$ cat src/rtl/ltc2333_read.sv
// LTC2333 receive path: synchronizes per-lane SCKO/SDO, deserializes 24-bit packets,
// arbitrates lane holding registers into an output FIFO presented as AXI-Stream.

module ltc2333_lane #(
  parameter int PACKET_BITS    = 24,
  parameter int TIMEOUT_CYCLES = 64
) (
  input  logic                   clk,
  input  logic                   reset,
  input  logic                   arm_i,
  input  logic                   edge_i,
  input  logic                   sdo_i,
  input  logic [7:0]             mask_i,
  input  logic                   pop_i,
  output logic                   hold_full_o,
  output logic [PACKET_BITS-1:0] hold_data_o,
  output logic                   ovf_o,
  output logic                   tout_o,
  output logic                   cerr_o
);
  localparam int BW = $clog2(PACKET_BITS);
  localparam int TW = $clog2(TIMEOUT_CYCLES);

  typedef enum logic {IDLE, ACTIVE} state_t;

  state_t                 state_q;
  logic [BW-1:0]          bitcnt_q;
  logic [TW-1:0]          tcnt_q;
  logic [PACKET_BITS-1:0] shreg_q, pkt_d;
  logic                   act, complete, load, tmo;

  assign act      = (state_q == ACTIVE);
  assign pkt_d    = {shreg_q[PACKET_BITS-2:0], sdo_i};
  // An arm in the same cycle as an edge wins, so the edge is not shifted in.
  assign complete = act && !arm_i && edge_i && (bitcnt_q == BW'(PACKET_BITS-1));
  assign load     = complete && (!hold_full_o || pop_i);
  assign tmo      = act && !arm_i && !edge_i && (tcnt_q == TW'(TIMEOUT_CYCLES-1));

  assign ovf_o  = complete && hold_full_o && !pop_i;
  assign cerr_o = load && !mask_i[pkt_d[5:3]];
  assign tout_o = act && (bitcnt_q != '0) && (arm_i || tmo);

  always_ff @(posedge clk) begin
    if (reset) begin
      state_q     <= IDLE;
      bitcnt_q    <= '0;
      tcnt_q      <= '0;
      shreg_q     <= '0;
      hold_full_o <= 1'b0;
      hold_data_o <= '0;
    end else begin
      if (pop_i) hold_full_o <= 1'b0;
      if (load) begin
        hold_full_o <= 1'b1;
        hold_data_o <= pkt_d;
      end
      case (state_q)
        IDLE: if (arm_i) begin
          state_q  <= ACTIVE;
          bitcnt_q <= '0;
          tcnt_q   <= '0;
        end
        ACTIVE: begin
          if (arm_i) begin
            bitcnt_q <= '0;
            tcnt_q   <= '0;
          end else if (edge_i) begin
            shreg_q  <= pkt_d;
            tcnt_q   <= '0;
            bitcnt_q <= complete ? '0 : bitcnt_q + 1'b1;
          end else if (tmo) begin
            state_q  <= IDLE;
            bitcnt_q <= '0;
            tcnt_q   <= '0;
          end else begin
            tcnt_q <= tcnt_q + 1'b1;
          end
        end
        default: state_q <= IDLE;
      endcase
    end
  end
endmodule

module ltc2333_read #(
  parameter int N_ADC          = 2,
  parameter int PACKET_BITS    = 24,
  parameter int FIFO_DEPTH     = 8,
  parameter int SYNC_STAGES    = 2,
  parameter int TIMEOUT_CYCLES = 64
) (
  input  logic             clk,
  input  logic             reset,
  input  logic             cnv,
  input  logic [N_ADC-1:0] scko,
  input  logic [N_ADC-1:0] sdo,
  input  logic [7:0]       expected_channels,
  output logic [31:0]      m_axis_tdata,
  output logic             m_axis_tvalid,
  input  logic             m_axis_tready,
  output logic             m_axis_tlast,
  output logic             overflow,
  output logic             chan_err,
  output logic             timeout_err,
  input  logic             err_clear
);
  localparam int AW = $clog2(FIFO_DEPTH);

  logic [SYNC_STAGES-1:0][N_ADC-1:0] scko_sync_q, sdo_sync_q;
  logic [N_ADC-1:0] scko_prev_q, scko_rise, sdo_s;
  logic             cnv_q, cnv_prev_q, arm;

  always_ff @(posedge clk) begin
    if (reset) begin
      scko_sync_q <= '0;
      sdo_sync_q  <= '0;
      scko_prev_q <= '0;
      cnv_q       <= 1'b0;
      cnv_prev_q  <= 1'b0;
    end else begin
      scko_sync_q <= {scko_sync_q[SYNC_STAGES-2:0], scko};
      sdo_sync_q  <= {sdo_sync_q[SYNC_STAGES-2:0], sdo};
      scko_prev_q <= scko_sync_q[SYNC_STAGES-1];
      cnv_q       <= cnv;
      cnv_prev_q  <= cnv_q;
    end
  end

  assign scko_rise = scko_sync_q[SYNC_STAGES-1] & ~scko_prev_q;
  assign sdo_s     = sdo_sync_q[SYNC_STAGES-1];
  assign arm       = cnv_q & ~cnv_prev_q;

  logic [N_ADC-1:0]                  hold_full, lane_pop, ovf_p, tout_p, cerr_p;
  logic [N_ADC-1:0][PACKET_BITS-1:0] hold_data;

  for (genvar g = 0; g < N_ADC; g++) begin : g_lane
    ltc2333_lane #(.PACKET_BITS(PACKET_BITS), .TIMEOUT_CYCLES(TIMEOUT_CYCLES)) u_lane (
      .clk         (clk),
      .reset       (reset),
      .arm_i       (arm),
      .edge_i      (scko_rise[g]),
      .sdo_i       (sdo_s[g]),
      .mask_i      (expected_channels),
      .pop_i       (lane_pop[g]),
      .hold_full_o (hold_full[g]),
      .hold_data_o (hold_data[g]),
      .ovf_o       (ovf_p[g]),
      .tout_o      (tout_p[g]),
      .cerr_o      (cerr_p[g])
    );
  end

  logic [2:0]             sel, top_ch;
  logic                   any_full, fifo_we, fifo_pop, fifo_full;
  logic [PACKET_BITS-1:0] sel_data;
  logic [32:0]            wr_word;

  // Descending scan so the lowest-index full lane is the last assignment.
  always_comb begin
    sel      = '0;
    sel_data = '0;
    any_full = 1'b0;
    for (int i = N_ADC - 1; i >= 0; i--) begin
      if (hold_full[i]) begin
        sel      = 3'(i);
        sel_data = hold_data[i];
        any_full = 1'b1;
      end
    end
    top_ch = '0;
    for (int c = 0; c < 8; c++) if (expected_channels[c]) top_ch = 3'(c);
  end

  logic [32:0]   mem_q [FIFO_DEPTH];
  logic [AW-1:0] wr_ptr_q, rd_ptr_q;
  logic [AW:0]   count_q;

  assign fifo_full = (count_q == (AW+1)'(FIFO_DEPTH));
  assign fifo_pop  = m_axis_tvalid && m_axis_tready;
  assign fifo_we   = any_full && (!fifo_full || fifo_pop);
  assign wr_word   = {(expected_channels != 8'd0) && (sel_data[5:3] == top_ch),
                      sel, sel_data[5:3], sel_data[2:0], 5'b0, sel_data[23:6]};

  always_comb begin
    lane_pop = '0;
    for (int i = 0; i < N_ADC; i++) lane_pop[i] = fifo_we && (sel == 3'(i));
  end

  always_ff @(posedge clk) begin
    if (reset) begin
      wr_ptr_q <= '0;
      rd_ptr_q <= '0;
      count_q  <= '0;
    end else begin
      if (fifo_we)  wr_ptr_q <= wr_ptr_q + 1'b1;
      if (fifo_pop) rd_ptr_q <= rd_ptr_q + 1'b1;
      case ({fifo_we, fifo_pop})
        2'b10:   count_q <= count_q + 1'b1;
        2'b01:   count_q <= count_q - 1'b1;
        default: count_q <= count_q;
      endcase
    end
  end

  always_ff @(posedge clk) begin
    if (fifo_we) mem_q[wr_ptr_q] <= wr_word;
  end

  assign m_axis_tvalid = (count_q != '0);
  assign m_axis_tdata  = m_axis_tvalid ? mem_q[rd_ptr_q][31:0] : 32'd0;
  assign m_axis_tlast  = m_axis_tvalid && mem_q[rd_ptr_q][32];

  // A set in the same cycle as err_clear keeps the flag high.
  always_ff @(posedge clk) begin
    if (reset) begin
      overflow    <= 1'b0;
      chan_err    <= 1'b0;
      timeout_err <= 1'b0;
    end else begin
      overflow    <= (|ovf_p)  ? 1'b1 : (err_clear ? 1'b0 : overflow);
      chan_err    <= (|cerr_p) ? 1'b1 : (err_clear ? 1'b0 : chan_err);
      timeout_err <= (|tout_p) ? 1'b1 : (err_clear ? 1'b0 : timeout_err);
    end
  end
endmodule

$ cat config.mk
export PLATFORM = sky130hd
export DESIGN_NAME = ltc2333_read
export DESIGN_NICKNAME = d
export VERILOG_FILES = /design/src/rtl/ltc2333_read.sv
export SDC_FILE = /design/constraint.sdc
export NUM_CORES = 1
export LEC_CHECK = 0
export BUFFER_PORTS_ARGS = -buffer_cell sky130_fd_sc_hd__buf_2
export CAP_MARGIN = 20
export CORE_MARGIN = 2
export CORE_UTILIZATION = 43
export CTS_BUF_LIST = sky130_fd_sc_hd__clkbuf_4 sky130_fd_sc_hd__clkbuf_8
export CTS_CLUSTER_DIAMETER = 40
export DETAILED_ROUTE_END_ITERATION = 6
export GPL_TIMING_DRIVEN = 0
export PLACE_DENSITY_LB_ADDON = 0.3
export REMOVE_ABC_BUFFERS = 1
export SLEW_MARGIN = 0
export SYNTH_ARGS = -nofsm -noshare
export SYNTH_HDL_FRONTEND = slang
export SYNTH_SLANG_ARGS = --single-unit
$ cat constraint.sdc
create_clock -name clk -period 4.1 [get_ports clk]
set_input_delay 0 -clock clk [delete_from_list [all_inputs] [get_ports clk]]
set_output_delay 0 -clock clk [all_outputs]
set_load 0.05 [all_outputs]
Yosys cells after proc, flatten, opt, wreduce, memory -nomap -nowiden. Memories as Yosys holds them, arrays and structs flattened. A register that Yosys moved wholly into a read port is not among the register bits. Index checks and enable logic that the tools add are counted.

Flip-flop bits (word level): 145. Input bits: 17. Memories: 1. Output and inout port bits: 37. Bits in writable memories: 224.

Memories: mem_q (words 8, bits a word 28, rd ports 1, clocked after memory_dff 1, wr ports 1, line 174) `logic [32:0] mem_q [FIFO_DEPTH];`.

Reductions and logical operators: 61. Bitwise logic cells: 7. Add/subtract/negate cells: 8. Eq/ne operators: 13. $lt $le $gt $ge: 2. Multiplexer cells: 60.

Operator list (count): $mux W24 (2); $mux W5 (9); $mux W6 (7); $mux W32 (1); $logic_and A1 B1 Y1 (28); $mux W3 (9); $pmux W6 S2 (2); $mux W1 (23); $pmux W5 S2 (2); $add A6 B1 Y6 const B (2); $eq A6 B6 Y1 const B (2); $reduce_bool A2 Y1 (6); $add A5 B1 Y5 const B (2); $eq A5 B5 Y1 const B (2); $logic_not A1 Y1 (10); $reduce_bool A5 Y1 (2); $lt A3 B4 Y1 const B (2); $pmux W4 S2 (1); $reduce_bool A8 Y1 (1); $add A3 B1 Y3 const B (2); $bmux W1 S3 (2); $reduce_and A3 Y1 (2); $reduce_or A2 Y1 (3); $logic_or A1 B1 Y1 (5); other kinds (19) (24).

Logic depth before layout (Yosys ltp).
Depth in word-level cells: 10. Depth in mapped cells: 9. Gate-level depth less buffers: 8.

Cells and area by module. A second synthesis with hierarchy kept.

Cells, all modules: 1044. Area total of the unflattened synthesis: 14281.2 um^2.

By module, submodules not included: ltc2333_read (times used 1, cells each 512, area each 9446.6 um^2); ltc2333_lane (times used 2, cells each 266, area each 2417.3 um^2).

Worst setup path after synthesis. OpenSTA, ideal clock, no wires.

Kind: reg2reg. Start: reg g_lane[0].u_lane.hold_full_o. End: mem mem_q[0][0] in the netlist's numbering, enable pin. Arrival: 2990 ps. Stages on the path, launching flop included: 6. Slack: 668 ps. Setup time: 442 ps. Path through: dfxtp_1 -> clkbuf_1 -> nor2_1 -> a21oi_1 -> nand2b_1 -> nor3_1.

Longest elaborated chain between the ends: 4.

RTL lines: start: declaration (line 15) `output logic hold_full_o,`; start signal: assignment (line 49) `hold_full_o <= 1'b0;`; start signal: assignment (line 52) `if (pop_i) hold_full_o <= 1'b0;`; start signal: assignment (line 54) `hold_full_o <= 1'b1;`; $mux W1 (line 164) `if (hold_full[i]) begin`; $logic_and A1 B1 Y1 (line 180) `assign fifo_we = any_full && (!fifo_full || fifo_pop);`; $mux W1 (line 206) `if (fifo_we) mem_q[wr_ptr_q] <= wr_word;`; $mux W1 (implied by the code) (line 206); end: declaration (line 174).

Every way passes these cells.

Final worst setup path.
Start: reg cnv_prev_q. End: reg g_lane[0].u_lane.hold_data_o[9].

Longest elaborated chain between the ends: 7.

RTL lines: start: declaration (line 111) `logic cnv_q, cnv_prev_q, arm;`; start signal: assignment (line 125) `cnv_prev_q <= cnv_q;`; $not A1 Y1 (line 131) `assign arm = cnv_q & ~cnv_prev_q;`; $and A1 B1 Y1 (line 131); $logic_not A1 Y1 (line 35) `assign complete = act && !arm_i && edge_i && (bitcnt_q == BW'(PACKET_BITS-1));`; $logic_and A1 B1 Y1 (3 in series) (line 35); $logic_and A1 B1 Y1 (line 36) `assign load = complete && (!hold_full_o || pop_i);`; end signal: assignment (line 55) `hold_data_o <= pkt_d;`; end: declaration (line 16) `output logic [PACKET_BITS-1:0] hold_data_o,`.

Every way passes these cells. A chain may end at the register's enable or synchronous reset.

==> results.sh <==
export IMPL_crit_chain="nand2b_1, and3_1, nand3_1, nand2_1, a21oi_1"
export IMPL_worstSkewPairLatency_ps=590
export IMPL_n_fill_cell=2846
export IMPL_placed_area_um2=15000
export IMPL_syn_area_um2=14100
export IMPL_track_usage=0.165
export IMPL_route_vias_total=8285
export IMPL_nets=1173
export IMPL_dp_slack_ps=895
export IMPL_ys_ff_latch=356
export IMPL_slowest_delay_ps=1000
export IMPL_cts_path_max_buffers=3
export IMPL_cts_inserted_buffers=56
export IMPL_overflow=0
export IMPL_wirelength_um=27400
export IMPL_layout_setup_ws_ps=960
export IMPL_syn_to_final_growth_pct=16.7
export IMPL_max_slew_margin=0.299
export IMPL_antenna_left=0
export IMPL_antenna_found_initial=0
export IMPL_first_global_vias=8225
export IMPL_maxCapViolations=0
export IMPL_leakagePower_nw=5.43
export IMPL_endpoint="g_lane[0].u_lane.hold_data_o[9]$_SDFFE_PP0P_"
export IMPL_post_cts_setup_buffers=0
export IMPL_finalCritPeriodShare=0.766
export IMPL_cts_hold_buf=13
export IMPL_synth_area_leaders="edfxtp_1 (44%), dfxtp_1 (21%), mux4_2 (9.0%)"
export IMPL_finClkSkew_ps=42.2
export IMPL_netlist_cell_type_count=56
export IMPL_clock_sinks=356
export IMPL_netlist_area_leader_share=0.444
export IMPL_vias_per_cell=5.07
export IMPL_ctsResizeCount=0
export IMPL_drc=0
export IMPL_core_um2=32400
export IMPL_synth_main_ff_cell="edfxtp_1"
export IMPL_drt_pass1_iterations=5
export IMPL_worstPathArrival_ps=3550
export IMPL_tightest_slew_ps=1050
export IMPL_synthCells=1065
export IMPL_grt_setup_unrepaired="no"
export IMPL_hold_class="in -> reg"
export IMPL_r2r_cells=5
export IMPL_cp_start_kind="flop"
export IMPL_grt_start_max_net_pins=80
export IMPL_grt_pass1_wl_um=43900
export IMPL_p_per_area_nw_per_um2=453
export IMPL_critPathCaptureType="flop"
export IMPL_cts_tree="done"
export IMPL_maxSlewViolCount=0
export IMPL_num_rows=66
export IMPL_synth_seq_area_share=0.655
export IMPL_critPathSlowestCell="nand3_1"
export IMPL_wl_per_cell_um=16.8
export IMPL_cts_htree_levels=2
export IMPL_fmax_mhz=318
export IMPL_cts_root_buf="clkbuf_8"
export IMPL_status="finished, final reports clean"
export IMPL_regToRegStartpoint="cnv_prev_q$_SDFF_PP0_"
export IMPL_worstReg2RegEnd="g_lane[0].u_lane.hold_data_o[9]$_SDFFE_PP0P_"
export IMPL_avgSynthCellArea_um2=13.2
export IMPL_critPathKind="reg -> reg"
export IMPL_final_instance_count_excl_fill=1633
export IMPL_path_clk_slew_ps=60
export IMPL_yosysTopAreaCell="edfxtp_1"
export IMPL_place_congestion=0.764
export IMPL_routed_top_layer="met4"
export IMPL_worst_path_dominant_cell_family="simple AND/OR/NAND/NOR gates"
export IMPL_worst_path_stages=5
export IMPL_diodes=0
export IMPL_synth_warnings=0
export IMPL_worstPathRequired_ps=4510
export IMPL_dieArea_um2=34100
export IMPL_io_buffers=46
export IMPL_fin_crit_ps=3140
export IMPL_setup_violations=0
export IMPL_async_reset_ff_frac=0
export IMPL_dpl_cell_count=1514
export IMPL_io_pin_count=54
export IMPL_die_y_um=185
export IMPL_path_buf_inv=0
export IMPL_synth_edff_count=208
export IMPL_area_sequential_um2=9220
export IMPL_worstPathMaxFanout=28
export IMPL_die_w_um=185
export IMPL_multiInputGateArea_um2=4580
export IMPL_initial_utilization=0.434
export IMPL_crit_start="cnv_prev_q$_SDFF_PP0_"
export IMPL_vdd_drop_max_mv=0.265
export IMPL_met2_length_um=13100
export IMPL_fin_area_um2=16400
export IMPL_wl_met1_um=12400
export IMPL_first_iter_violations=480
export IMPL_dp_hpwl_um=17000
export IMPL_dr_wl_met3_um=1400
export IMPL_finalHoldViolations=0
export IMPL_rrSetupSlack_ps=960
export IMPL_layout_drive_gt1_share=0.212
## cells in the mapped netlist (all sizes together) (2+ instances only)
cell type and instances:
and2 2, xnor2 6, o31ai 2, ha 10
inv 12, nand3b 3, nand3 12, clkbuf 34
and3 8, nand2b 12, buf 31, xor2 9
edfxtp 208, o211ai 2, a22oi 3, nor2 93
nand2 175, a21oi 95, a22o 15, nor3 8
mux4 56, or3 3, mux2i 55, a21o 2
nor4 2, o21ai 18, and4b 2, nor2b 20
nor3b 2, dfxtp 148, nand4 3
## layout by cell type (no fill, tap or decap), types with 13 or more instances in the layout
cell type	instances
o21ai_1	17
nor2_1	86
dlygate4sd3_1	13
clkbuf_4	33
buf_2	45
mux4_2	56
a21oi_1	93
a22o_1	15
mux2i_1	55
edfxtp_1	208
dfxtp_1	144
clkbuf_8	67
nor2b_1	19
nand2_1	175
## how the worst min path moves through the flow
stage	slack [ps]	end	cells after the start	from
after CTS	50	mem_q[5][27]$_DFFE_PP_	4	expected_channels[7]
after global placement	210	scko_sync_q[1]$_SDFF_PP0_	2	scko[1]
after detailed placement	210	sdo_sync_q[0]$_SDFF_PP0_	2	sdo[0]
after floorplan	60	count_q[1]$_SDFFE_PP0P_	1	reset
after global routing	130	chan_err$_SDFFE_PP0P_	5	expected_channels[6]
final	80	chan_err$_SDFFE_PP0P_	5	expected_channels[2]
## cell type report
cell class	instances	share of cell area
Sequential cell	356	0.562
Multi-Input combinational cell	638	0.279
Clock buffer	99	0.0709
Timing Repair Buffer	81	0.0470
Tap cell	442	0.0337
Clock inverter	5	0.00435
Inverter	12	0.00290
## power breakdown
group / switching (mW) / leakage [nW] / total (mW) / internal, mW
sequential: 0.0270 / 3.06 / 3.78 / 3.76
combinational: 0.317 / 1.71 / 0.473 / 0.156
clock: 1.33 / 0.661 / 3.17 / 1.84
## sequential cells by signal, summed over array words and instances, names as in the netlist, named ones only
| name | flops |
|---|---|
| mem_q | 208 |
| g_lane.u_lane.hold_data_o | 48 |
| g_lane.u_lane.shreg_q | 46 |
| g_lane.u_lane.tcnt_q | 12 |
| g_lane.u_lane.bitcnt_q | 10 |
| count_q | 4 |
| scko_sync_q | 4 |
| rd_ptr_q | 3 |
| wr_ptr_q | 3 |
| g_lane.u_lane.act | 2 |
| g_lane.u_lane.hold_full_o | 2 |
| scko_prev_q | 2 |
| sdo_s | 2 |
| sdo_sync_q | 2 |
| chan_err | 1 |
| cnv_prev_q | 1 |
| cnv_q | 1 |
| overflow | 1 |
| timeout_err | 1 |
## layer usage
metal / vias up / global-route usage
met2: 163 / 0.277
li1: 4023 / -
met3: 41 / 0.0332
met4: 0 / 0.0403
met5: - / 0
met1: 4058 / 0.220
## worst register-to-register path: cells and delay by family (launching register included)
| family | cells | cell delay (ps) |
|---|---|---|
| flip-flops | 1 | 320 |
| AND/OR/NAND/NOR | 4 | 2560 |
| AO/OA/AOI/OAI | 1 | 90 |
## through the flow
| step | util | TNS, ps | power, mW | hold slack (ps) |
|---|---|---|---|---|
| after CTS | 0.506 | 0 | 7.52 | 45.7 |
| after floorplan | - | 0 | 4.20 | 62.4 |
| after global routing | 0.507 | 0 | 7.72 | 128 |
| after global placement | 0.450 | -237480 | 4.32 | 208 |
| after detailed placement | 0.464 | 0 | 4.33 | 214 |
| final | 0.507 | 0 | 7.42 | 77.9 |
## kinds of logic (layout without fill, tap and decap cells)
group / count (synthesis) / count (layout) / synth area share
compound gates: 145 / 145 / 0.0616
xor+xnor: 15 / 15 / 0.00935
fa+ha+maj: 11 / 11 / 0.0103
buf+inv: 77 / 197 / 0.0249
flops: 356 / 356 / 0.655
mux: 111 / 111 / 0.129
other cells: 1 / 7 / 0.000267
simple gates: 349 / 349 / 0.109
Power figures use the tool's default switching activity.
